File: config.mk
export PLATFORM = sky130hd
export DESIGN_NAME = shape_sequencer
export DESIGN_NICKNAME = d
export VERILOG_FILES = /design/src/rtl/shape_sequencer.sv
export SDC_FILE = /design/constraint.sdc
export NUM_CORES = 1
export LEC_CHECK = 0
export ABC_CLOCK_PERIOD_IN_PS = 6480
export CAP_MARGIN = 20
export CORE_MARGIN = 2
export CORE_UTILIZATION = 51
export DETAILED_ROUTE_END_ITERATION = 7
export PLACE_DENSITY = 0.86
export RECOVER_POWER = 100
export SYNTH_ARGS = -nofsm -noshare
export SYNTH_HDL_FRONTEND = slang
export SYNTH_SLANG_ARGS = --single-unit
export TNS_END_PERCENT = 10
File: constraint.sdc
create_clock -name clk -period 6.48 [get_ports clk]
set_input_delay 1.296 -clock clk [delete_from_list [all_inputs] [get_ports clk]]
set_output_delay 1.296 -clock clk [all_outputs]
set_load 0.03 [all_outputs]
File: src/rtl/shape_sequencer.sv
// shape_sequencer: breaks line/circle/triangle/square commands into a
// registered valid/ready stream of two-point primitives.
module shape_sequencer (
    input  logic        clk,
    input  logic        rst,
    input  logic        cmd_valid,
    output logic        cmd_ready,
    input  logic [3:0]  cmd_sel,
    input  logic [75:0] cmd_data,
    input  logic [15:0] cmd_color,
    output logic        seg_valid,
    input  logic        seg_ready,
    output logic [37:0] seg_data,
    output logic [15:0] seg_color,
    output logic        seg_kind,
    output logic        seg_last,
    output logic        busy,
    output logic        err,
    output logic [15:0] shapes_done
);
    typedef enum logic [3:0] {
        IDLE, LINE, CIRC, TRI1, TRI2, TRI3, SQ1, SQ2, SQ3, SQ4
    } state_t;

    state_t state, state_n;
    logic [18:0] p0, p1, p2, p0_n, p1_n, p2_n;
    logic [37:0] data_n;
    logic kind_n, last_n, accept, hs, done;

    assign cmd_ready = (state == IDLE) && !rst;
    assign accept = cmd_valid && cmd_ready;
    assign hs = seg_valid && seg_ready;
    assign busy = (state != IDLE);

    always_comb begin
        state_n = state;
        done = 1'b0;
        case (state)
            IDLE: if (accept)
                state_n = cmd_sel == 4'd0 ? LINE :
                          cmd_sel == 4'd1 ? CIRC :
                          cmd_sel == 4'd2 ? TRI1 :
                          cmd_sel == 4'd3 ? SQ1 : IDLE;
            TRI1: if (hs) state_n = TRI2;
            TRI2: if (hs) state_n = TRI3;
            SQ1:  if (hs) state_n = SQ2;
            SQ2:  if (hs) state_n = SQ3;
            SQ3:  if (hs) state_n = SQ4;
            default: if (hs) begin
                state_n = IDLE;
                done = 1'b1;
            end
        endcase
    end

    // Segment registers are loaded from the next state so data is valid the
    // cycle the state is entered, and naturally held while stalled.
    always_comb begin
        p0_n = accept ? cmd_data[75:57] : p0;
        p1_n = accept ? cmd_data[56:38] : p1;
        p2_n = accept ? cmd_data[37:19] : p2;
        data_n = '0;
        kind_n = 1'b0;
        last_n = 1'b0;
        case (state_n)
            LINE: begin data_n = {p0_n, p1_n}; last_n = 1'b1; end
            CIRC: begin data_n = {p0_n, p1_n}; last_n = 1'b1; kind_n = 1'b1; end
            TRI1: data_n = {p0_n, p1_n};
            TRI2: data_n = {p1_n, p2_n};
            TRI3: begin data_n = {p2_n, p0_n}; last_n = 1'b1; end
            SQ1:  data_n = {p0_n[18:9], p0_n[8:0], p1_n[18:9], p0_n[8:0]};
            SQ2:  data_n = {p1_n[18:9], p0_n[8:0], p1_n[18:9], p1_n[8:0]};
            SQ3:  data_n = {p1_n[18:9], p1_n[8:0], p0_n[18:9], p1_n[8:0]};
            SQ4:  begin data_n = {p0_n[18:9], p1_n[8:0], p0_n[18:9], p0_n[8:0]}; last_n = 1'b1; end
            default: ;
        endcase
    end

    always_ff @(posedge clk) begin
        if (rst) begin
            state <= IDLE;
            p0 <= '0;
            p1 <= '0;
            p2 <= '0;
            seg_valid <= 1'b0;
            seg_data <= '0;
            seg_color <= '0;
            seg_kind <= 1'b0;
            seg_last <= 1'b0;
            err <= 1'b0;
            shapes_done <= '0;
        end else begin
            state <= state_n;
            p0 <= p0_n;
            p1 <= p1_n;
            p2 <= p2_n;
            seg_valid <= (state_n != IDLE);
            seg_data <= data_n;
            seg_kind <= kind_n;
            seg_last <= last_n;
            if (accept) seg_color <= cmd_color;
            err <= accept && (cmd_sel > 4'd3);
            if (done) shapes_done <= shapes_done + 16'd1;
        end
    end
endmodule

* Yosys cells after proc, flatten, opt, wreduce, memory -nomap -nowiden
Cells that the tools add are included.
** Cells by class
- Add/sub/neg operators :: 1
- Magnitude comparators :: 1
- Eq/ne operators :: 17
- Muxes and demuxes :: 20
- Reductions and logical operators :: 12
** Operators with widths (number)
- case mux 38 bit (7 select lines) :: 1
- two-way mux 19 bit :: 3
- equality test 4 x 3 -> 1 bit, second input constant :: 7
- two-way mux 4 bit :: 7
- case mux 4 bit (6 select lines) :: 1
- equality test 4 x 2 -> 1 bit, second input constant :: 5
- adder 16 x 1 -> 16 bit, second input constant :: 1
- equality test 4 bit, second input constant :: 3
- two-way mux 3 bit :: 4
- equality test 4 x 1 -> 1 bit, second input constant :: 2
- logical NOT 4 bit :: 2
- nonzero test 4 bit :: 2
- OR reduction 6 bit :: 1
- > comparator 4 x 2 -> 1 bit, second input constant :: 1
- logical AND 1 bit :: 4
- two-way mux 1 bit :: 4
- OR reduction 4 bit :: 1
- OR reduction 3 bit :: 1
- logical NOT 1 bit :: 1
** Word-level totals
- Flip-flop bits (word level) :: 135
- Bits of input ports :: 100
- Output and inout bits :: 76
- Logic and storage cells :: 62

* Logic depth before layout (Yosys ltp)
Gate-level depths: netlist of run 1.
- Depth after elaboration :: 10
- Gate-level depth with buffers :: 9
- Gate-level depth less buffers :: 6

* Worst setup path after synthesis of run 1
No wires, ideal clock.
- Path type :: input to output
- From :: input port rst
- To :: output port cmd_ready
- Arrival :: 2.277 ns
- Required time :: 5.184 ns
- Setup slack :: 2.907 ns
- Stages :: 4
- Buffers on the path :: 3
- Cells stage by stage :: clkbuf_1 > clkbuf_1 > clkbuf_1 > nor2_1
** Between the ends
- Longest elaborated chain between the ends :: 2
** RTL lines
- start: declaration :: line 5 : input logic rst,
- logical NOT 1 bit :: line 30 : assign cmd_ready = (state == IDLE) && !rst;
- logical AND 1 bit :: line 30
- end: declaration :: line 7 : output logic cmd_ready,
No other way between the ends.

* Worst setup path after layout of run 1
- From :: input port cmd_valid
- To :: register seg_data[28]
** Between the ends
- Longest elaborated chain between the ends :: 6
- Elaborated cells between the ends (all ways) :: 17
- Classes of those cells :: 9 x eq/ne; 6 x mux; 2 x reduce/logical
** RTL lines
- start: declaration :: line 6 : input logic cmd_valid,
- logical AND 1 bit * :: line 31 : assign accept = cmd_valid && cmd_ready;
- two-way mux 4 bit :: line 39 : IDLE: if (accept)
- case mux 4 bit (6 select lines) :: line 38 : case (state)
- equality test 4 x 2 -> 1 bit / equality test 4 x 1 -> 1 bit (equally long branches) :: line 65 : case (state_n)
- OR reduction 3 bit (no line)
- case mux 38 bit (7 select lines) * :: line 65
- end signal: assignment :: line 98 : seg_data <= data_n;
- end: declaration :: line 13 : output logic [37:0] seg_data,
Mark *: on every way between the ends. The rest lies on a longest branch, timed or not.
A chain may end at the register's enable or synchronous reset.

==> impl_metrics.csv, run 1 <==
group,metric,value,unit
run_status,run_status,"finished, violations left",
run_status,violations,"capacitance limit, slew limit",
detailed_routing,routedWlPerCell,17.5,um
detailed_routing,vias_per_cell,5.90,
synthesis,synthCells,657,
synthesis,synth_top_family_by_area,"simple AND/OR/NAND/NOR gates",
final_layout,multi_input_area,2940,um^2
setup_path,arrival,5.28,ns
clock_tree,post_cts_buffers,0,
setup_path,cpPeakStageDelay,0.96,ns
placement,gp_congestion,0.917,
final_layout,layout.nets,893,
final_layout,diodes,0,
final_layout,nFillCells,877,
grt,grt_pass1_vias,5407,
setup_path,required,6.74,ns
synthesis,syn_area,5860,um^2
final_layout,synthToLayoutAreaGrowth,36.1,%
clock_tree,cts_htree_levels,4,
clock_tree,clk-insertion-delay-late,0.41,ns
clock_tree,path_clk_slew,0.06,ns
synthesis,syn_nets,758,
floorplanning,core-area,11300,um^2
synthesis,synth_compound_area_share,16.3,%
floorplanning,dieArea,12400,um^2
hold_path,hold_class,"flip-flop to flip-flop",
pwr,p_leak,3.48,nW
placement,dp_hpwl,11300,um
timing,fmax,199,MHz
timing,drv_slew,115,
synthesis,synth.area.mux_share,10.1,%
timing,setup_tns,0,ns
setup_path,cp_cell_sequence,"dlygate4sd3_1 -> nor4b_1 -> and4_1 -> or2_0 -> o41a_1 -> clkbuf_1 -> a21oi_1",
grt,antenna_found_initial,0,
setup_path,startpoint_type,"primary input",
grt,gr-total-overflow,0,
setup_path,r2r_end,"seg_data[28]",
timing,worstMarginPinSlew,2.04,ns
clock_tree,cts_num_sinks,135,
detailed_routing,drt_iter0_drc,414,
detailed_routing,num_vias,5589,
timing,hold_violations,0,
grt,grt_use_total,26.3,%
final_layout,fin_util,70.5,%
synthesis,yosysSeqAreaShare,46.1,%
floorplanning,die_h,111,um
synthesis,synth_simple_gate_area_share,21.7,%
synthesis,synth_area_per_cell,8.93,um^2
floorplanning,pin_count,176,
flow_run,drv_cap,3,
synthesis,synth-seq-cells,135,
final_layout,final-seq-area,2700,um^2
setup_path,path_class,"primary input to flip-flop",
detailed_routing,drc_errors,0,
timing,skew,0.00817,ns
detailed_routing,dr.pass1.iters,5,
floorplanning,initial_utilization,51.8,%
clock_tree,cts-hold-fix-buffers,0,
synthesis,synthArstFlopShare,0,%
floorplanning,num_rows,39,
final_layout,drive_above_1_share,5.22,%
clock_tree,clockRootBuffer,"clkbuf_16",
pwr,powerDensity,254,nW/um^2
setup_path,reg2reg_slack,2.28,ns
final_layout,layout_common_cells,"dfxtp_1, nor2_1, clkdlybuf4s50_1",
clock_tree,cts_made_buffers,17,
setup_path,r2r_start,"state[3]",
clock_tree,clk_path_buf_depth,2,
setup_path,critPathSlowestCell,"nor4b_1",
detailed_routing,ant_nets,0,
clock_tree,cts_tree,"built",
setup_path,path_max_fanout,17,
setup_path,rr_worst_depth,6,
synthesis,yosys_warnings,0,
setup_path,end_kind,"flip-flop",
setup_path,crit_start,"cmd_valid",
clock_tree,cts_resized,0,
synthesis,synth-main-ff-cell,"dfxtp_1",
timing,fin_crit,5.02,ns
pwr,ir_drop,0.000157,V
final_layout,final_common_cell,"dfxtp_1",
synthesis,synth_xor_area_share,2.24,%
floorplanning,die_x,111,um
synthesis,synthAdderAreaFrac,0.213,%
timing,rsz0062_at_grt,"no",
setup_path,crit_end,"seg_data[28]",
detailed_routing,drt-total-wl,16600,um
grt,grt_max_degree,101,
timing,setup-violations-final,0,
grt,grt_pass1_wl,26500,um
synthesis,synth_edf_count,0,
timing,period_share,77.5,%
placement,port_buffers,156,
synthesis,synth.distinct_cells,56,
timing,maxSlewHeadroom,-39.5,%
## stage by stage
stage / instance area, um^2 / setup slack [ns] / total power [W] / hold WS (ns) / instances
2_1_floorplan: 5860 / 2.91 / 0.00103 / 0.473 / 657
3_3_place_gp: 7450 / 2.09 / 0.00112 / 0.462 / 916
3_5_place_dp: 7450 / 2.05 / 0.00113 / 0.465 / 916
4_1_cts: 8020 / 2.29 / 0.00203 / 0.475 / 948
5_1_grt: 7980 / 1.19 / 0.00209 / 0.497 / 948
6_report: 7980 / 1.46 / 0.00203 / 0.470 / 948
## final cells by class
type	count	share of cell area, %
tap	143	2.24
clock buffer	19	5.55
clock inverter	13	1.55
sequential	135	33.9
inverter	2	0.0941
timing repair buffer	161	19.8
multi-input combinational	475	36.9
## state kept, by name, summed over array words and instances (netlist names)
| register | cells |
|---|---|
| state | 4 |
| seg_valid | 1 |
| seg_last | 1 |
| seg_color | 16 |
| p0 | 19 |
| shapes_done | 16 |
| p2 | 19 |
| seg_data | 38 |
| p1 | 19 |
| seg_kind | 1 |
| err | 1 |
## kinds of logic after synthesis
kind of cell | count (synthesis)
adder cells (fa/ha/maj) | 1
buffers and inverters | 47
AO/OA/AOI/OAI | 130
AND/OR/NAND/NOR | 270
XOR/XNOR | 15
multiplexers | 59
flip-flops | 135
## worst max-delay path: cells and delay by family
kind | cells | cell delay (ns)
AOI/OAI and AO/OA | 2 | 0.80
buffers and inverters | 2 | 1.13
and+or+nand+nor | 3 | 2.05
## power by group
| group | internal [W] | leakage, nW | switching (W) | total, W |
|---|---|---|---|---|
| Sequential | 0.000859 | 1.10 | 0.0000115 | 0.000871 |
| Clock | 0.000540 | 0.258 | 0.000375 | 0.000915 |
| Combinational | 0.000106 | 2.12 | 0.000134 | 0.000240 |
| Total | 0.00151 | 3.48 | 0.000521 | 0.00203 |
## routing by layer
layer	global-route usage, %	vias to the layer above	part of all wire, %
li1	-	2625	-
met2	45.4	277	50
met3	6.62	41	8.3
met1	31.8	2646	40
met5	0	-	0
met4	9.47	0	2.2
## synth_stat cells (2+ instances only)
library cell / number / area [um^2]
a2111oi_2: 2 / 30.0
a21oi_1: 23 / 115
a22o_1: 4 / 35.0
a31oi_1: 20 / 125
a32o_1: 2 / 20.0
a32oi_1: 3 / 26.3
and2_1: 5 / 31.3
and3_1: 5 / 31.3
buf_1: 4 / 15.0
buf_2: 13 / 65.1
clkbuf_1: 26 / 97.6
dfxtp_1: 135 / 2700
inv_1: 2 / 7.51
mux2i_1: 59 / 591
nand2_1: 69 / 259
nand2b_1: 2 / 12.5
nand3_1: 12 / 60.1
nand3b_1: 25 / 188
nand4_1: 9 / 56.3
nor2_1: 105 / 394
nor3_1: 15 / 75.1
nor3b_1: 2 / 15.0
o211ai_1: 5 / 37.5
o21ai_0: 4 / 20.0
o21ai_2: 2 / 17.5
o21bai_1: 14 / 105
o22a_1: 16 / 140
o22ai_1: 18 / 113
o31ai_1: 2 / 15.0
o32ai_1: 3 / 26.3
or2_1: 4 / 25.0
or3_1: 10 / 62.6
xnor2_1: 4 / 35.0
xor2_1: 11 / 96.3
## how the worst min path moves through the flow
stage                              from             to  depth (start not counted)
after floorplan                  p0[10]         p0[10]                          2
after global placement    seg_color[10]  seg_color[10]                          2
after detailed placement  seg_color[12]  seg_color[12]                          2
after CTS                 seg_color[12]  seg_color[12]                          2
after global routing       seg_color[5]   seg_color[5]                          2
final                     seg_color[12]  seg_color[12]                          2
(Power assumes the default switching activity.)
==> run 2: changes to the inputs <==
--- a/config.mk
+++ b/config.mk
@@ -5,12 +5,12 @@
 export SDC_FILE = /design/constraint.sdc
 export NUM_CORES = 1
 export LEC_CHECK = 0
-export ABC_CLOCK_PERIOD_IN_PS = 6480
+export ABC_CLOCK_PERIOD_IN_PS = 4900
 export CAP_MARGIN = 20
 export CORE_MARGIN = 2
-export CORE_UTILIZATION = 51
+export CORE_UTILIZATION = 47
 export DETAILED_ROUTE_END_ITERATION = 7
-export PLACE_DENSITY = 0.86
+export PLACE_DENSITY = 0.8
 export RECOVER_POWER = 100
 export SYNTH_ARGS = -nofsm -noshare
 export SYNTH_HDL_FRONTEND = slang
==> constraint.sdc (replaced) <==
create_clock -name clk -period 4.9 [get_ports clk]
set_input_delay 0.98 -clock clk [delete_from_list [all_inputs] [get_ports clk]]
set_output_delay 0.98 -clock clk [all_outputs]
set_load 0.03 [all_outputs]
==> run 2 against run 1 <==
The run still ends with capacitance limit, slew limit left; first-iteration DRC count is 61% higher; final area grew 2.3%; setup slack got worse by 0.80 ns.
==> impl_metrics.csv, run 2 (same netlist as run 1, synthesis figures left out) <==
group,metric,value,unit
run_status,run_status,"finished, violations left",
run_status,violations,"capacitance limit, slew limit",
clock_tree,clk_path_buf_depth,2,
final_layout,diodes,0,
timing,skew,0.00453,ns
timing,worstMarginPinSlew,1.89,ns
final_layout,design_area,8160,um^2
floorplanning,num_rows,40,
clock_tree,path_clk_slew,0.05,ns
clock_tree,cts_htree_levels,4,
floorplanning,die_x,116,um
floorplanning,core-area,12100,um^2
clock_tree,clockRootBuffer,"clkbuf_16",
hold_path,hold_start,"seg_color[3]",
final_layout,final_common_cell,"dfxtp_1",
placement,port_buffers,156,
placement,placed_area,7500,um^2
setup_path,crit_buf_inv,3,
timing,hold_violations,0,
setup_path,rr_worst_depth,6,
hold_path,min_to,"seg_color[3]",
clock_tree,clk-insertion-delay-late,0.41,ns
detailed_routing,drt-total-wl,16200,um
clock_tree,cts_tree,"built",
final_layout,regMostFlops,"seg_data",
clock_tree,cts_resized,0,
final_layout,fin_util,67.4,%
grt,grt_pass1_vias,5338,
detailed_routing,num_vias,5504,
placement,gp_congestion,0.880,
detailed_routing,vias_per_cell,5.64,
placement,dp_hpwl,11000,um
setup_path,startpoint_type,"primary input",
timing,fin_crit,4.24,ns
floorplanning,die_h,116,um
detailed_routing,routedWlPerCell,16.6,um
detailed_routing,ant_nets,0,
grt,grt_max_degree,101,
detailed_routing,drt_iter0_drc,667,
setup_path,arrival,3.26,ns
floorplanning,initial_utilization,48.4,%
setup_path,required,3.92,ns
setup_path,reg2reg_slack,1.39,ns
setup_path,path_max_fanout,100,
pwr,powerDensity,360,nW/um^2
detailed_routing,drc_errors,0,
setup_path,end_kind,"output pin",
clock_tree,cts_made_buffers,17,
timing,rsz0062_at_grt,"no",
setup_path,critPathSlowestCell,"clkbuf_2",
grt,antenna_found_initial,0,
clock_tree,cts-hold-fix-buffers,0,
final_layout,largest_reg_flops,38,
final_layout,layout_common_cells,"dfxtp_1, nor2_1, clkdlybuf4s50_1",
pwr,ir_drop,0.000230,V
setup_path,cpPeakStageDelay,1.36,ns
setup_path,r2r_end,"seg_data[31]",
final_layout,drive_above_1_share,5.69,%
timing,fmax,236,MHz
final_layout,layout.nets,896,
grt,grt_pass1_wl,26000,um
clock_tree,post_cts_buffers,0,
setup_path,cp_cell_sequence,"buf_2 -> clkbuf_2 -> nor2_1 -> clkdlybuf4s50_1",
detailed_routing,dr.pass1.iters,5,
floorplanning,dieArea,13400,um^2
flow_run,drv_cap,3,
floorplanning,pin_count,176,
setup_path,crit_family,"buffers and inverters",
grt,grt_use_total,24.5,%
timing,setup-violations-final,0,
clock_tree,cts_num_sinks,135,
timing,period_share,86.6,%
hold_path,hold_class,"flip-flop to flip-flop",
timing,hold_slack,0.477,ns
timing,setup_tns,0,ns
setup_path,r2r_start,"state[3]",
final_layout,synthToLayoutAreaGrowth,39.2,%
setup_path,path_class,"primary input to output pin",
hold_path,whs_path_depth,2,
grt,gr-total-overflow,0,
timing,maxSlewHeadroom,-26.2,%
timing,drv_slew,115,
pwr,p_leak,3.58,nW
[run 2: changes by cell type in the layout (fill, tap and decap cells not counted), moves of 2 or more]
cell / delta
clkinv_2: +4
bufinv_16: +6
clkinv_4: -3
clkinvlp_4: -5
buf_4: +2
[run 2: how the worst max path moves through the flow]
stage                        end  cells past startpoint      start
global placement    seg_data[23]                      7  seg_ready
global route           cmd_ready                      4        rst
CTS                 seg_data[31]                      7  seg_ready
floorplan              cmd_ready                      4        rst
finish                 cmd_ready                      4        rst
detailed placement  seg_data[31]                      7  seg_ready
[run 2: through the flow]
step           std cells  worst slack (ns)  total power, W
2_1_floorplan        657              1.96         0.00136
3_3_place_gp         944             0.862         0.00148
3_5_place_dp         944             0.738         0.00149
4_1_cts              976              1.16         0.00296
5_1_grt              976             0.436         0.00304
6_report             976             0.658         0.00294
[run 2: worst register-to-register path, stage by stage (launching register included)]
cell and delay [ns]:
dfxtp_1 0.64, nor3b_1 0.11, o21ai_0 0.39, and2_0 0.92
nand4_1 0.76, o22a_1 0.44, a21oi_1 0.16
[run 2: power by group]
group          leakage, nW  internal, W  switching [W]
Clock                0.340      0.00101       0.000460
Sequential            1.10      0.00114      0.0000147
Combinational         2.14     0.000141       0.000174
Total                 3.58      0.00229       0.000649
[run 2: routing by layer]
layer	vias to the layer above	track usage, %	share of wire (%)
met1	2547	31.3	42
met2	283	39.5	47
li1	2623	-	-
met4	0	10.4	3.0
met3	51	6.28	7.9
met5	-	0	0
[run 2: final cells by class]
type / instances / area [um^2]
inverter: 2 / 7.51
multi-input combinational: 475 / 2950
clock buffer: 18 / 439
sequential: 135 / 2700
fill: 995 / 3950
tap: 168 / 210
timing repair buffer: 164 / 1600
clock inverter: 14 / 251
